--- config.mk ---
export PLATFORM = sky130hd
export DESIGN_NAME = draw_board_datapath
export DESIGN_NICKNAME = d
export VERILOG_FILES = /design/src/rtl/draw_board_datapath.sv
export SDC_FILE = /design/constraint.sdc
export NUM_CORES = 1
export LEC_CHECK = 0
export BUFFER_PORTS_ARGS = -buffer_cell sky130_fd_sc_hd__clkbuf_2
export CORE_UTILIZATION = 45
export DETAILED_ROUTE_END_ITERATION = 12
export PLACE_DENSITY = 0.69
export SYNTH_ARGS = -nofsm -noshare
export SYNTH_HDL_FRONTEND = slang
export SYNTH_SLANG_ARGS = --single-unit
--- constraint.sdc ---
create_clock -name clk -period 3.7 [get_ports clk]
set_input_delay 0.925 -clock clk [delete_from_list [all_inputs] [get_ports clk]]
set_output_delay 0.925 -clock clk [all_outputs]
set_load 0.05 [all_outputs]
--- src/rtl/draw_board_datapath.sv ---
// Board-drawing datapath: turns per-cycle draw requests into VGA pixel writes.
// Two independent counters walk either the full background (long_counter)
// or one 16x16 board square (counter); x_y_pos selects the current square.
// Pixel outputs are registered, one cycle behind the request that made them.
module draw_board_datapath #(
    parameter logic [7:0] X_ORIGIN = 8'd16,
    parameter logic [6:0] Y_ORIGIN = 7'd0
) (
    input  logic        clk,
    input  logic        resetn,
    input  logic        write,
    input  logic        update_x_y,
    input  logic [5:0]  draw_value,
    output logic [14:0] long_counter,
    output logic [7:0]  counter,
    output logic [5:0]  x_y_pos,
    output logic [7:0]  x,
    output logic [6:0]  y,
    output logic [2:0]  colour,
    output logic        plot
);

    localparam logic [5:0] BG_CODE   = 6'b011000;
    localparam logic [5:0] TURN_CODE = 6'b011100;

    localparam logic [2:0] COL_BG     = 3'b111;
    localparam logic [2:0] COL_TURN   = 3'b110;
    localparam logic [2:0] COL_BORDER = 3'b000;
    localparam logic [2:0] COL_EMPTY0 = 3'b010;
    localparam logic [2:0] COL_EMPTY1 = 3'b011;
    localparam logic [2:0] COL_P1     = 3'b100;
    localparam logic [2:0] COL_P2     = 3'b001;

    logic [14:0] long_counter_q, long_counter_d;
    logic [7:0]  counter_q, counter_d;
    logic [5:0]  x_y_pos_q, x_y_pos_d;
    logic [7:0]  x_q, x_d;
    logic [6:0]  y_q, y_d;
    logic [2:0]  colour_q, colour_d;
    logic        plot_q, plot_d;

    logic        bg_mode;
    logic        piece_mode;
    logic [7:0]  piece_x;
    logic [6:0]  piece_y;
    logic [2:0]  piece_colour;
    logic        border_pixel;
    logic        empty_parity;

    // Mode decode; advancing to the next square overrides any pixel request.
    always_comb begin
        bg_mode    = 1'b0;
        piece_mode = 1'b0;
        if (write && !update_x_y) begin
            if (draw_value == BG_CODE) begin
                bg_mode = 1'b1;
            end else begin
                piece_mode = 1'b1;
            end
        end
    end

    // Piece pixel position and colour from the pre-increment counter values.
    always_comb begin
        piece_x = X_ORIGIN
                + {1'b0, x_y_pos_q[2:0], 4'b0000}
                + {4'b0000, counter_q[3:0]};
        piece_y = Y_ORIGIN
                + {x_y_pos_q[5:3], 4'b0000}
                + {3'b000, counter_q[7:4]};

        border_pixel = (counter_q[3:0] == 4'd0) || (counter_q[7:4] == 4'd0);
        // Checkerboard: square colour alternates with row+column parity.
        empty_parity = x_y_pos_q[0] ^ x_y_pos_q[3];

        if (draw_value == TURN_CODE) begin
            piece_colour = COL_TURN;
        end else if (border_pixel) begin
            piece_colour = COL_BORDER;
        end else if (draw_value == 6'd0) begin
            piece_colour = empty_parity ? COL_EMPTY1 : COL_EMPTY0;
        end else if (!draw_value[4]) begin
            piece_colour = COL_P1;
        end else begin
            piece_colour = COL_P2;
        end
    end

    // Next-state for counters and the registered pixel outputs.
    always_comb begin
        long_counter_d = long_counter_q;
        counter_d      = counter_q;
        x_y_pos_d      = x_y_pos_q;
        x_d            = x_q;
        y_d            = y_q;
        colour_d       = colour_q;
        plot_d         = 1'b0;

        if (update_x_y) begin
            x_y_pos_d = x_y_pos_q + 6'd1;
            counter_d = 8'd0;
        end else if (bg_mode) begin
            long_counter_d = long_counter_q + 15'd1;
            x_d            = long_counter_q[7:0];
            y_d            = long_counter_q[14:8];
            colour_d       = COL_BG;
            plot_d         = 1'b1;
        end else if (piece_mode) begin
            counter_d = counter_q + 8'd1;
            x_d       = piece_x;
            y_d       = piece_y;
            colour_d  = piece_colour;
            plot_d    = 1'b1;
        end
    end

    // State registers with asynchronous active-low clear.
    always_ff @(posedge clk or negedge resetn) begin
        if (!resetn) begin
            long_counter_q <= 15'd0;
            counter_q      <= 8'd0;
            x_y_pos_q      <= 6'd0;
            x_q            <= 8'd0;
            y_q            <= 7'd0;
            colour_q       <= 3'd0;
            plot_q         <= 1'b0;
        end else begin
            long_counter_q <= long_counter_d;
            counter_q      <= counter_d;
            x_y_pos_q      <= x_y_pos_d;
            x_q            <= x_d;
            y_q            <= y_d;
            colour_q       <= colour_d;
            plot_q         <= plot_d;
        end
    end

    assign long_counter = long_counter_q;
    assign counter      = counter_q;
    assign x_y_pos      = x_y_pos_q;
    assign x            = x_q;
    assign y            = y_q;
    assign colour       = colour_q;
    assign plot         = plot_q;

endmodule
Word-level counts from Yosys, hierarchy flattened. Index checks and enable logic that the tools add are counted.

Register bits: 48. Output and inout bits: 48. Word-level logic and storage cells: 50.

$add $sub $neg: 6. Eq/ne operators: 3. Muxes and demuxes: 21. Bitwise gates (word level): 2. Reductions and logical operators: 11.

Operator list (count): 8-bit 2-to-1 mux (5); 3-bit 2-to-1 mux (6); 15-bit by 1-bit adder with 15-bit output (second input constant) (1); 7-bit 2-to-1 mux (2); 6-bit by 5-bit == test with 1-bit output (second input constant) (2); 5-bit by 7-bit adder with 8-bit output (first input constant) (1); 8-bit by 1-bit adder with 8-bit output (second input constant) (1); 8-bit by 4-bit adder with 8-bit output (1); 4-bit zero test (2); 1-bit 2-to-1 mux (8); 7-bit by 4-bit adder with 7-bit output (1); 6-bit by 1-bit adder with 6-bit output (second input constant) (1); 6-bit zero test (1); 2-bit AND reduction (3); 2-bit nonzero test (2); 2-bit != test (second input constant) (1); 1-bit logical AND (1); 1-bit zero test (1); 1-bit logical OR (1); 1-bit NOT (1); 1-bit XOR (1).

Depth between registers and ports, before layout. Gate-level depths: netlist of the first run.

Depth in word-level cells: 7. Mapped depth: 6. Mapped depth without buffers: 5.

Least setup slack after synthesis of the first run. No wires, ideal clock.

Path kind: input-to-reg. Start: input port draw_value[1]. End: register long_counter_q[1] (netlist: long_counter[1]). Library setup time: 0.125 ns. Arrival time: 2.261 ns. Data required time: 3.575 ns. Path slack: 1.314 ns. Stages: 4. Buffers on the path: 1. Path through: or4_1 > buf_6 > nor3_4 > mux2_2.

Word-level cells in the longest chain between the ends: 4.

Ends and longest elaborated chain: start: declaration (line 13) `input logic [5:0] draw_value,`; 6-bit by 5-bit == test with 1-bit output (line 55) `if (draw_value == BG_CODE) begin`; 1-bit 2-to-1 mux (line 55); 1-bit 2-to-1 mux (line 54) `if (write && !update_x_y) begin`; 2-bit AND reduction (no line); end signal: assignment (line 128) `long_counter_q <= long_counter_d;`; end: declaration (line 34) `logic [14:0] long_counter_q, long_counter_d;`.

Every way passes these cells. A chain may end at the register's enable or synchronous reset.

Worst setup path after layout of the first run. Same ends and word-level chain as after synthesis.

==> results of run 1 <==
## power by group through the flow
stage | registers, uW | clock network, uW | logic (uW)
after floorplan | 919 | 0 | 158
after global placement | 683 | 0 | 520
after detailed placement | 688 | 0 | 525
after CTS | 677 | 307 | 526
after global routing | 690 | 327 | 565
final | 675 | 296 | 523
## logic make-up after synthesis
| logic type | count (synthesis) | synth area share, % |
|---|---|---|
| AND/OR/NAND/NOR | 70 | 17.0 |
| flip-flops | 48 | 51.2 |
| AO/OA/AOI/OAI | 32 | 8.42 |
| XOR/XNOR | 25 | 9.33 |
| multiplexers | 18 | 7.84 |
| buffers and inverters | 16 | 4.16 |
| adder cells (fa/ha/maj) | 4 | 2.13 |
## synth_stat cells (2+ instances only)
library cell / count / area share (%)
dfrtp_1: 48 / 51
nand2_1: 25 / 4.0
xnor2_1: 16 / 6.0
mux2i_1: 15 / 6.4
nor2_1: 10 / 1.6
o21ai_1: 10 / 2.1
xor2_1: 9 / 3.4
nand4_1: 8 / 2.1
o21ai_0: 8 / 1.7
clkbuf_1: 5 / 0.80
a21oi_1: 4 / 0.85
and3_1: 4 / 1.1
and4_1: 4 / 1.5
buf_4: 4 / 1.3
ha_1: 4 / 2.1
inv_1: 4 / 0.64
o31ai_1: 4 / 1.3
buf_6: 3 / 1.4
nor4_1: 3 / 0.80
mux2_2: 2 / 0.96
nand3_1: 2 / 0.43
nor3_1: 2 / 0.43
o22a_1: 2 / 0.75
or4_2: 2 / 0.75
## cell usage in the layout, fill, tap and decap left out, types with 3 or more instances in the layout
| cell type | instances |
|---|---|
| xor2_1 | 9 |
| o21ai_0 | 8 |
| nand2_1 | 25 |
| xnor2_1 | 16 |
| ha_1 | 4 |
| dfrtp_1 | 48 |
| nor4_1 | 3 |
| inv_1 | 4 |
| a21oi_1 | 4 |
| clkbuf_2 | 57 |
| and4_1 | 4 |
| nor2_1 | 10 |
| clkbuf_8 | 5 |
| and3_1 | 4 |
| nand4_1 | 8 |
| mux2i_1 | 15 |
| o21ai_1 | 10 |
| o31ai_1 | 4 |
## through the flow
stage                     area, sq um  std cells
after floorplan                  2350        213
after global placement           2650        327
after detailed placement         2650        327
after CTS                        2730        334
after global routing             2730        334
final                            2730        334
## worst paths after layout
check / endpoint
max: long_counter[1]
min: y[3]
max reg2reg: long_counter[14]
min reg2reg: y[3]
max in group asynchronous: long_counter[2]
min in group asynchronous: x[7]
## critical path, delay by kind of cell
family | cells | cell delay [ps]
AND/OR/NAND/NOR | 2 | 1240
multiplexers | 1 | 380
buffers and inverters | 1 | 100
## flip-flops by register name (all words and copies together) (netlist names)
signal        flops
long_counter     15
counter           8
x                 8
y                 7
x_y_pos           6
colour            3
plot              1
## area by class of cell
class	instances	share of cell area [%]
Timing Repair Buffer	59	11.0
Sequential cell	48	44.0
Multi-Input combinational cell	149	38.4
Clock inverter	2	0.458
Tap cell	67	3.07
Inverter	4	0.550
Clock buffer	5	2.52
## layer usage
layer	share of wire, %	wire [um]	track usage, %
met3	5.4	255	4.34
met1	48	2270	25.5
met5	0	0	0
met2	46	2160	32.3
met4	1.0	48	5.03
==> impl_metrics.py, run 1 <==
metrics = {
    "placement": {
        "dpl_worst_slack_ps": 927,
        "gp_congestion": 0.777,
        "numPortBuffers": 57,
        "hpwl_um": 3540,
    },
    "timing": {
        "fin_crit_sh_pct": 66.5,
        "rsz0062_at_grt": "false",
        "fin_tns_setup_ps": 0,
        "setup_viol": 0,
        "timing.final.ws_setup_ps": 1240,
        "max_freq_ghz": 0.406,
        "fin_crit_ps": 2460,
        "worstMarginPinSlew_ps": 747,
        "whs_ps": 486,
        "slew_viol_final": 0,
        "fin_skew_ps": 8.49,
        "finalHoldViolCount": 0,
        "slew_headroom_pct": 50.2,
    },
    "die": {
        "core-area_sq_mm": 0.00488,
        "dieArea_sq_mm": 0.00551,
        "start_util_pct": 48.1,
        "rows": 25,
        "fp.dieW_um": 74.2,
        "io_pins": 58,
        "die_h_um": 74.2,
    },
    "detailed_routing": {
        "final_antenna_net_count": 0,
        "route.detailed.drc": 0,
        "vias": 1759,
        "vias_per_cell": 5.27,
        "first_iter_violations": 65,
        "drtPass1Iterations": 4,
        "routedWlPerCell_um": 14.2,
        "drt-total-wl_um": 4740,
    },
    "yosys": {
        "netlist_area_sq_mm": 0.00235,
        "ys_warn_count": 0,
        "synthCells": 213,
        "yosysSeqAreaShare_pct": 51.2,
        "ys_ff_latch": 48,
        "ys_async_sr_fraction_pct": 100,
        "synth_enable_flop_cells": 0,
        "ys.flop_type": "dfrtp_1",
        "synth_cell_types": 39,
        "synth_nets": 227,
        "syn_area_per_cell_sq_um": 11.0,
    },
    "clock_network": {
        "cts.path.max_buffers": 2,
        "worstSkewPairLatency_ps": 300,
        "clockRootBuffer": "clkbuf_8",
        "cts_inserted_buffers": 5,
        "ctsHoldBuffers": 0,
        "cts_tree": "yes",
        "cts.repair.resized": 0,
        "clkTransAtPathRegs_ps": 80,
        "post-cts-setup-buffer-count": 0,
        "cts_num_sinks": 48,
        "htreeDepth": 2,
    },
    "pwr": {
        "p_per_area_mw_per_mm2": 547,
        "vdd_drop_max_mv": 0.396,
        "leakage_uw": 0.00130,
        "intPower_uw": 861,
        "swShare_pct": 42.4,
        "fin_total_pwr_uw": 1490,
        "p_comb_share_pct": 35.0,
        "p_seq_share_pct": 45.2,
        "pwr-share-clk_pct": 19.8,
        "switchingPower_uw": 633,
    },
    "cells_and_area": {
        "seq_area_sq_mm": 0.00120,
        "diodes": 0,
        "multi_input_area_sq_mm": 0.00105,
        "area_growth_pct": 16.3,
        "drive_gt1_share_pct": 28.5,
        "nets": 281,
        "final_core_utilization_pct": 55.9,
        "fillers": 468,
    },
    "critical_path": {
        "rr_startpoint": "long_counter[0]",
        "critical_path_peak_fanout": 10,
        "critPathRequiredTime_ps": 3890,
        "cp_slowest_cell": "or4_1",
        "r2r_cells": 5,
        "startpoint": "draw_value[1]",
        "cp_cell_sequence": "clkbuf_2, or4_1, nor3_4, mux2_2",
        "cp-start-kind": "input port",
        "arrival_ps": 2650,
        "regToRegSetupSlack_ps": 1840,
        "end_kind": "flip-flop",
        "max_stage_delay_ps": 810,
        "worstSetupPathType": "in -> reg",
    },
    "outcome": {
        "status": "completed",
    },
    "flow_run": {
        "drv_cap": 0,
    },
    "worst_hold_path": {
        "hold_class": "reg -> reg",
        "hp-start": "y[3]",
        "hold_depth": 2,
    },
    "global_routing": {
        "grt_pass1_wl_um": 7960,
        "track_usage_pct": 19.3,
        "overflow": 0,
        "grt_antenna_before_repair": 0,
        "grt_max_degree": 30,
        "grt_pass1_vias": 1657,
    },
}
No activity file was read; power rests on OpenSTA's default activity.
==> inputs of run 2 (changes only) <==
PLACE_DENSITY = 0.72   (was 0.69)
clock period = 2.1 ns   (was 3.7 ns; I/O delays follow)
==> run 2 against run 1 <==
- critical path depth is 1 higher
- core utilization is 3.9 points higher
- design area increased by 7.0%
- combinational power up 81%
- worst hold slack got worse by 290 ps
- die area unchanged
- via count is 3.7% higher
- sequential power rose by 75%
- worst setup slack lost 960 ps
- clock power grew to 2.7 times the previous value
- sequential cell count unchanged
- critical path type is now reg -> reg
- critical endpoint is now long_counter[14]
- largest power group unchanged
==> impl_metrics.py, run 2 (synthesized netlist as in run 1, its figures left out) <==
metrics = {
    "placement": {
        "hpwl_um": 3670,
        "dpl_worst_slack_ps": -17.3,
        "numPortBuffers": 57,
        "gp_congestion": 0.846,
        "place_area_sq_mm": 0.00278,
    },
    "critical_path": {
        "cp_cell_sequence": "ha_1, and2_1, and4_1, or3b_2, xnor2_1",
        "cp-start-kind": "flip-flop",
        "worstSetupPathType": "reg -> reg",
        "r2r_cells": 5,
        "rr_endpoint": "long_counter[14]",
        "end_kind": "flip-flop",
        "arrival_ps": 2020,
        "critical_path_peak_fanout": 7,
        "regToRegSetupSlack_ps": 280,
        "cp_slowest_cell": "dfrtp_1",
        "crit_family": "simple AND/OR/NAND/NOR gates",
        "max_stage_delay_ps": 500,
        "rr_startpoint": "long_counter[1]",
        "critical_path_buf_inv_count": 0,
        "worst-path-stages": 5,
        "startpoint": "long_counter[1]",
        "critPathRequiredTime_ps": 2300,
    },
    "cells_and_area": {
        "mostFrequentLayoutCell": "clkbuf_2",
        "final_core_utilization_pct": 59.9,
        "drive_gt1_share_pct": 32.0,
        "area_growth_pct": 24.5,
        "final_cell_mix": "clkbuf_2, dfrtp_1, nand2_1",
        "largest_register_ffs": 15,
        "nets": 294,
        "diodes": 0,
        "stdcell_area_sq_mm": 0.00292,
        "fillers": 435,
    },
    "timing": {
        "rsz0062_at_grt": "false",
        "fin_crit_ps": 1820,
        "max_freq_ghz": 0.549,
        "fin_crit_sh_pct": 86.7,
        "slew_viol_final": 0,
        "fin_skew_ps": 15.6,
        "slew_headroom_pct": 81.8,
        "worstMarginPinSlew_ps": 269,
        "setup_viol": 0,
        "finalHoldViolCount": 0,
        "timing.final.ws_setup_ps": 280,
    },
    "clock_network": {
        "worstSkewPairLatency_ps": 300,
        "post-cts-setup-buffer-count": 0,
        "ctsHoldBuffers": 0,
        "cts.repair.resized": 0,
        "cts_tree": "yes",
        "htreeDepth": 2,
        "clkTransAtPathRegs_ps": 90,
        "cts_num_sinks": 48,
        "cts.path.max_buffers": 2,
        "clockRootBuffer": "clkbuf_8",
        "cts_inserted_buffers": 5,
    },
    "worst_hold_path": {
        "hold_class": "in -> async",
    },
    "die": {
        "dieArea_sq_mm": 0.00551,
        "fp.dieW_um": 74.2,
        "core-area_sq_mm": 0.00488,
        "rows": 25,
        "io_pins": 58,
        "start_util_pct": 48.1,
        "die_h_um": 74.2,
    },
    "pwr": {
        "p_comb_share_pct": 32.3,
        "pwr-share-clk_pct": 27.2,
        "switchingPower_uw": 1140,
        "leakage_uw": 0.00140,
        "p_per_area_mw_per_mm2": 1000,
        "swShare_pct": 39.0,
        "p_seq_share_pct": 40.5,
        "vdd_drop_max_mv": 0.680,
        "intPower_uw": 1780,
    },
    "global_routing": {
        "grt_pass1_wl_um": 8180,
        "track_usage_pct": 19.9,
        "grt_max_degree": 49,
        "grt_pass1_vias": 1717,
        "overflow": 0,
        "grt_antenna_before_repair": 0,
    },
    "detailed_routing": {
        "first_iter_violations": 131,
        "drt-total-wl_um": 4940,
        "final_antenna_net_count": 0,
        "route.detailed.drc": 0,
        "vias_per_cell": 5.24,
        "routedWlPerCell_um": 14.2,
        "drtPass1Iterations": 4,
        "vias": 1824,
    },
    "outcome": {
        "status": "completed",
    },
    "flow_run": {
        "drv_cap": 0,
    },
}
[run 2: changes by cell type in the layout (fill, tap and decap cells not counted)]
cell,delta
clkinv_2,-1
bufinv_16,+2
buf_4,+10
inv_6,+1
buf_12,+3
clkinvlp_4,-1
[run 2: layout make-up]
class | instances | area, sq um | share of cell area [%]
clock buffers | 5 | 68.8 | 2.36
clock inverters | 3 | 68.8 | 2.36
inverters | 4 | 15.0 | 0.514
multi-input cells | 149 | 1050 | 35.9
flip-flops and latches | 48 | 1200 | 41.1
well taps | 67 | 83.8 | 2.87
repair buffers | 72 | 435 | 14.9
[run 2: how the worst max path moves through the flow]
stage / end / slack (ps)
floorplan: long_counter[14] / 50
global placement: long_counter[1] / 20
detailed placement: long_counter[2] / -20
CTS: long_counter[14] / 280
global route: long_counter[14] / 230
finish: long_counter[14] / 280
[run 2: per-layer routing]
metal / GRT usage (%) / wire length (um)
met1: 27.2 / 2240
met2: 32.0 / 2350
met3: 4.88 / 287
met4: 5.45 / 59
met5: 0 / 0
[run 2: through the flow]
step           total power (uW)  hold WS [ps]  TNS (ps)  instances
2_1_floorplan              1900           229         0        213
3_3_place_gp               2130           465         0        340
3_5_place_dp               2150           469     -29.2        340
4_1_cts                    2950           192         0        348
5_1_grt                    3070           202         0        348
6_report                   2920           195         0        348
[run 2: power groups by stage]
| stage | Clock (uW) | Sequential (uW) | Combinational [uW] |
|---|---|---|---|
| floorplan | 0 | 1620 | 278 |
| global placement | 0 | 1200 | 937 |
| detailed placement | 0 | 1200 | 951 |
| CTS | 817 | 1180 | 953 |
| global route | 859 | 1200 | 1010 |
| finish | 794 | 1180 | 946 |
==> inputs of run 3 (changes only) <==
BUFFER_PORTS_ARGS = -buffer_cell sky130_fd_sc_hd__buf_4   (was -buffer_cell sky130_fd_sc_hd__clkbuf_2)
CORE_UTILIZATION = 30   (was 45)
PLACE_DENSITY = 0.52   (was 0.72)
SKIP_LAST_GASP = 1   (was not set)
==> run 3 against run 2 <==
- design area is 4.8% higher
- sequential cell count stayed put
- global-route usage shrank 5.3 points
- power shrank 6.3%
- clock power down 34%
- combinational power rose by 9%
- non-clock buffer count is 4 higher
- largest power group unchanged
- highest routed layer unchanged
==> impl_metrics.py, run 3 (synthesized netlist as in run 1, its figures left out) <==
metrics = {
    "critical_path": {
        "critical_path_peak_fanout": 7,
        "rr_startpoint": "long_counter[1]",
        "max_stage_delay_ps": 490,
        "critPathRequiredTime_ps": 2290,
        "worstSetupPathType": "reg -> reg",
        "cp_slowest_cell": "dfrtp_1",
        "regToRegSetupSlack_ps": 270,
        "cp-start-kind": "flip-flop",
        "rr_endpoint": "long_counter[14]",
        "arrival_ps": 2020,
        "cp_cell_sequence": "ha_1, and2_1, and4_1, or3b_2, xnor2_1",
        "end_kind": "flip-flop",
        "r2r_cells": 5,
    },
    "cells_and_area": {
        "largest_register_ffs": 15,
        "mostFrequentLayoutCell": "buf_4",
        "area_growth_pct": 30.4,
        "fillers": 735,
        "diodes": 0,
        "drive_gt1_share_pct": 32.4,
        "layout.cells.non_filler": 383,
        "nets": 298,
        "stdcell_area_sq_mm": 0.00306,
        "final_cell_mix": "buf_4, dfrtp_1, nand2_1",
        "final_core_utilization_pct": 41.3,
    },
    "clock_network": {
        "post-cts-setup-buffer-count": 0,
        "cts.repair.resized": 0,
        "clkTransAtPathRegs_ps": 90,
        "ctsHoldBuffers": 0,
        "cts.path.max_buffers": 2,
        "cts_inserted_buffers": 5,
        "cts_num_sinks": 48,
        "cts_tree": "yes",
        "worstSkewPairLatency_ps": 300,
        "htreeDepth": 2,
        "clockRootBuffer": "clkbuf_8",
    },
    "detailed_routing": {
        "drtPass1Iterations": 4,
        "final_antenna_net_count": 0,
        "drt-total-wl_um": 5520,
        "first_iter_violations": 64,
        "vias_per_cell": 4.73,
        "routedWlPerCell_um": 14.4,
        "route.detailed.drc": 0,
        "vias": 1810,
    },
    "timing": {
        "fin_skew_ps": 7.51,
        "setup_viol": 0,
        "slew_viol_final": 0,
        "timing.final.ws_setup_ps": 266,
        "finalHoldViolCount": 0,
        "max_freq_ghz": 0.545,
        "fin_crit_ps": 1830,
        "slew_headroom_pct": 58.7,
        "fin_crit_sh_pct": 87.3,
        "worstMarginPinSlew_ps": 619,
        "rsz0062_at_grt": "false",
    },
    "global_routing": {
        "grt_pass1_wl_um": 9400,
        "grt_pass1_vias": 1851,
        "track_usage_pct": 14.6,
        "grt_antenna_before_repair": 0,
        "overflow": 0,
        "grt_max_degree": 49,
    },
    "pwr": {
        "leakage_uw": 0.00143,
        "p_per_area_mw_per_mm2": 895,
        "vdd_drop_max_mv": 0.267,
    },
    "die": {
        "rows": 31,
        "dieArea_sq_mm": 0.00818,
        "core-area_sq_mm": 0.00741,
        "start_util_pct": 31.7,
        "die_h_um": 90.5,
        "fp.dieW_um": 90.5,
        "io_pins": 58,
    },
    "placement": {
        "place_inst": 376,
        "numPortBuffers": 57,
        "gp_congestion": 0.757,
        "dpl_worst_slack_ps": -21.0,
        "hpwl_um": 4140,
        "place_area_sq_mm": 0.00298,
    },
    "outcome": {
        "status": "completed",
    },
    "flow_run": {
        "drv_cap": 0,
    },
    "worst_hold_path": {
        "hold_class": "in -> async",
    },
}
## run 3: metal layers
layer | wire [um] | track usage [%] | up-vias
li1 | - | - | 896
met1 | 2710 | 20.5 | 862
met2 | 2450 | 22.0 | 43
met3 | 272 | 3.79 | 9
met4 | 80 | 4.57 | 0
met5 | 0 | 0 | -
## run 3: final cells by class
cell class | instances | area, sq um | area share (%)
Multi-Input combinational cell | 149 | 1050 | 34.2
Tap cell | 99 | 124 | 4.05
Inverter | 4 | 15.0 | 0.490
Timing Repair Buffer | 76 | 596 | 19.5
Sequential cell | 48 | 1200 | 39.2
Clock inverter | 1 | 5.00 | 0.163
Clock buffer | 6 | 72.6 | 2.37
## run 3: how the worst max path moves through the flow
stage                       endpoint       startpoint  slack (ps)  cells past startpoint
global placement          counter[3]    draw_value[1]           8                      7
detailed placement   long_counter[3]    draw_value[1]         -20                      7
finish              long_counter[14]  long_counter[1]         270                      5
floorplan           long_counter[14]  long_counter[0]          50                      5
global route        long_counter[14]  long_counter[1]         200                      5
CTS                 long_counter[14]  long_counter[1]         270                      5
## run 3: critical path: cells and delay by family, from the launching register on
kind          cells  cell delay (ps)
flops             1              490
simple gates      3              830
xor+xnor          1              130
fa+ha+maj         1              260
## run 3: report_power, final
part / internal [uW] / switching (uW)
clock: 227 / 299
sequential: 1050 / 131
combinational: 336 / 693
## run 3: stage by stage
step / hold slack (ps) / total power, uW / setup TNS, ps
6_report: 234 / 2740 / 0
4_1_cts: 262 / 2770 / 0
5_1_grt: 280 / 2910 / 0
3_3_place_gp: 468 / 2240 / 0
3_5_place_dp: 480 / 2240 / -60.1
2_1_floorplan: 229 / 1900 / 0
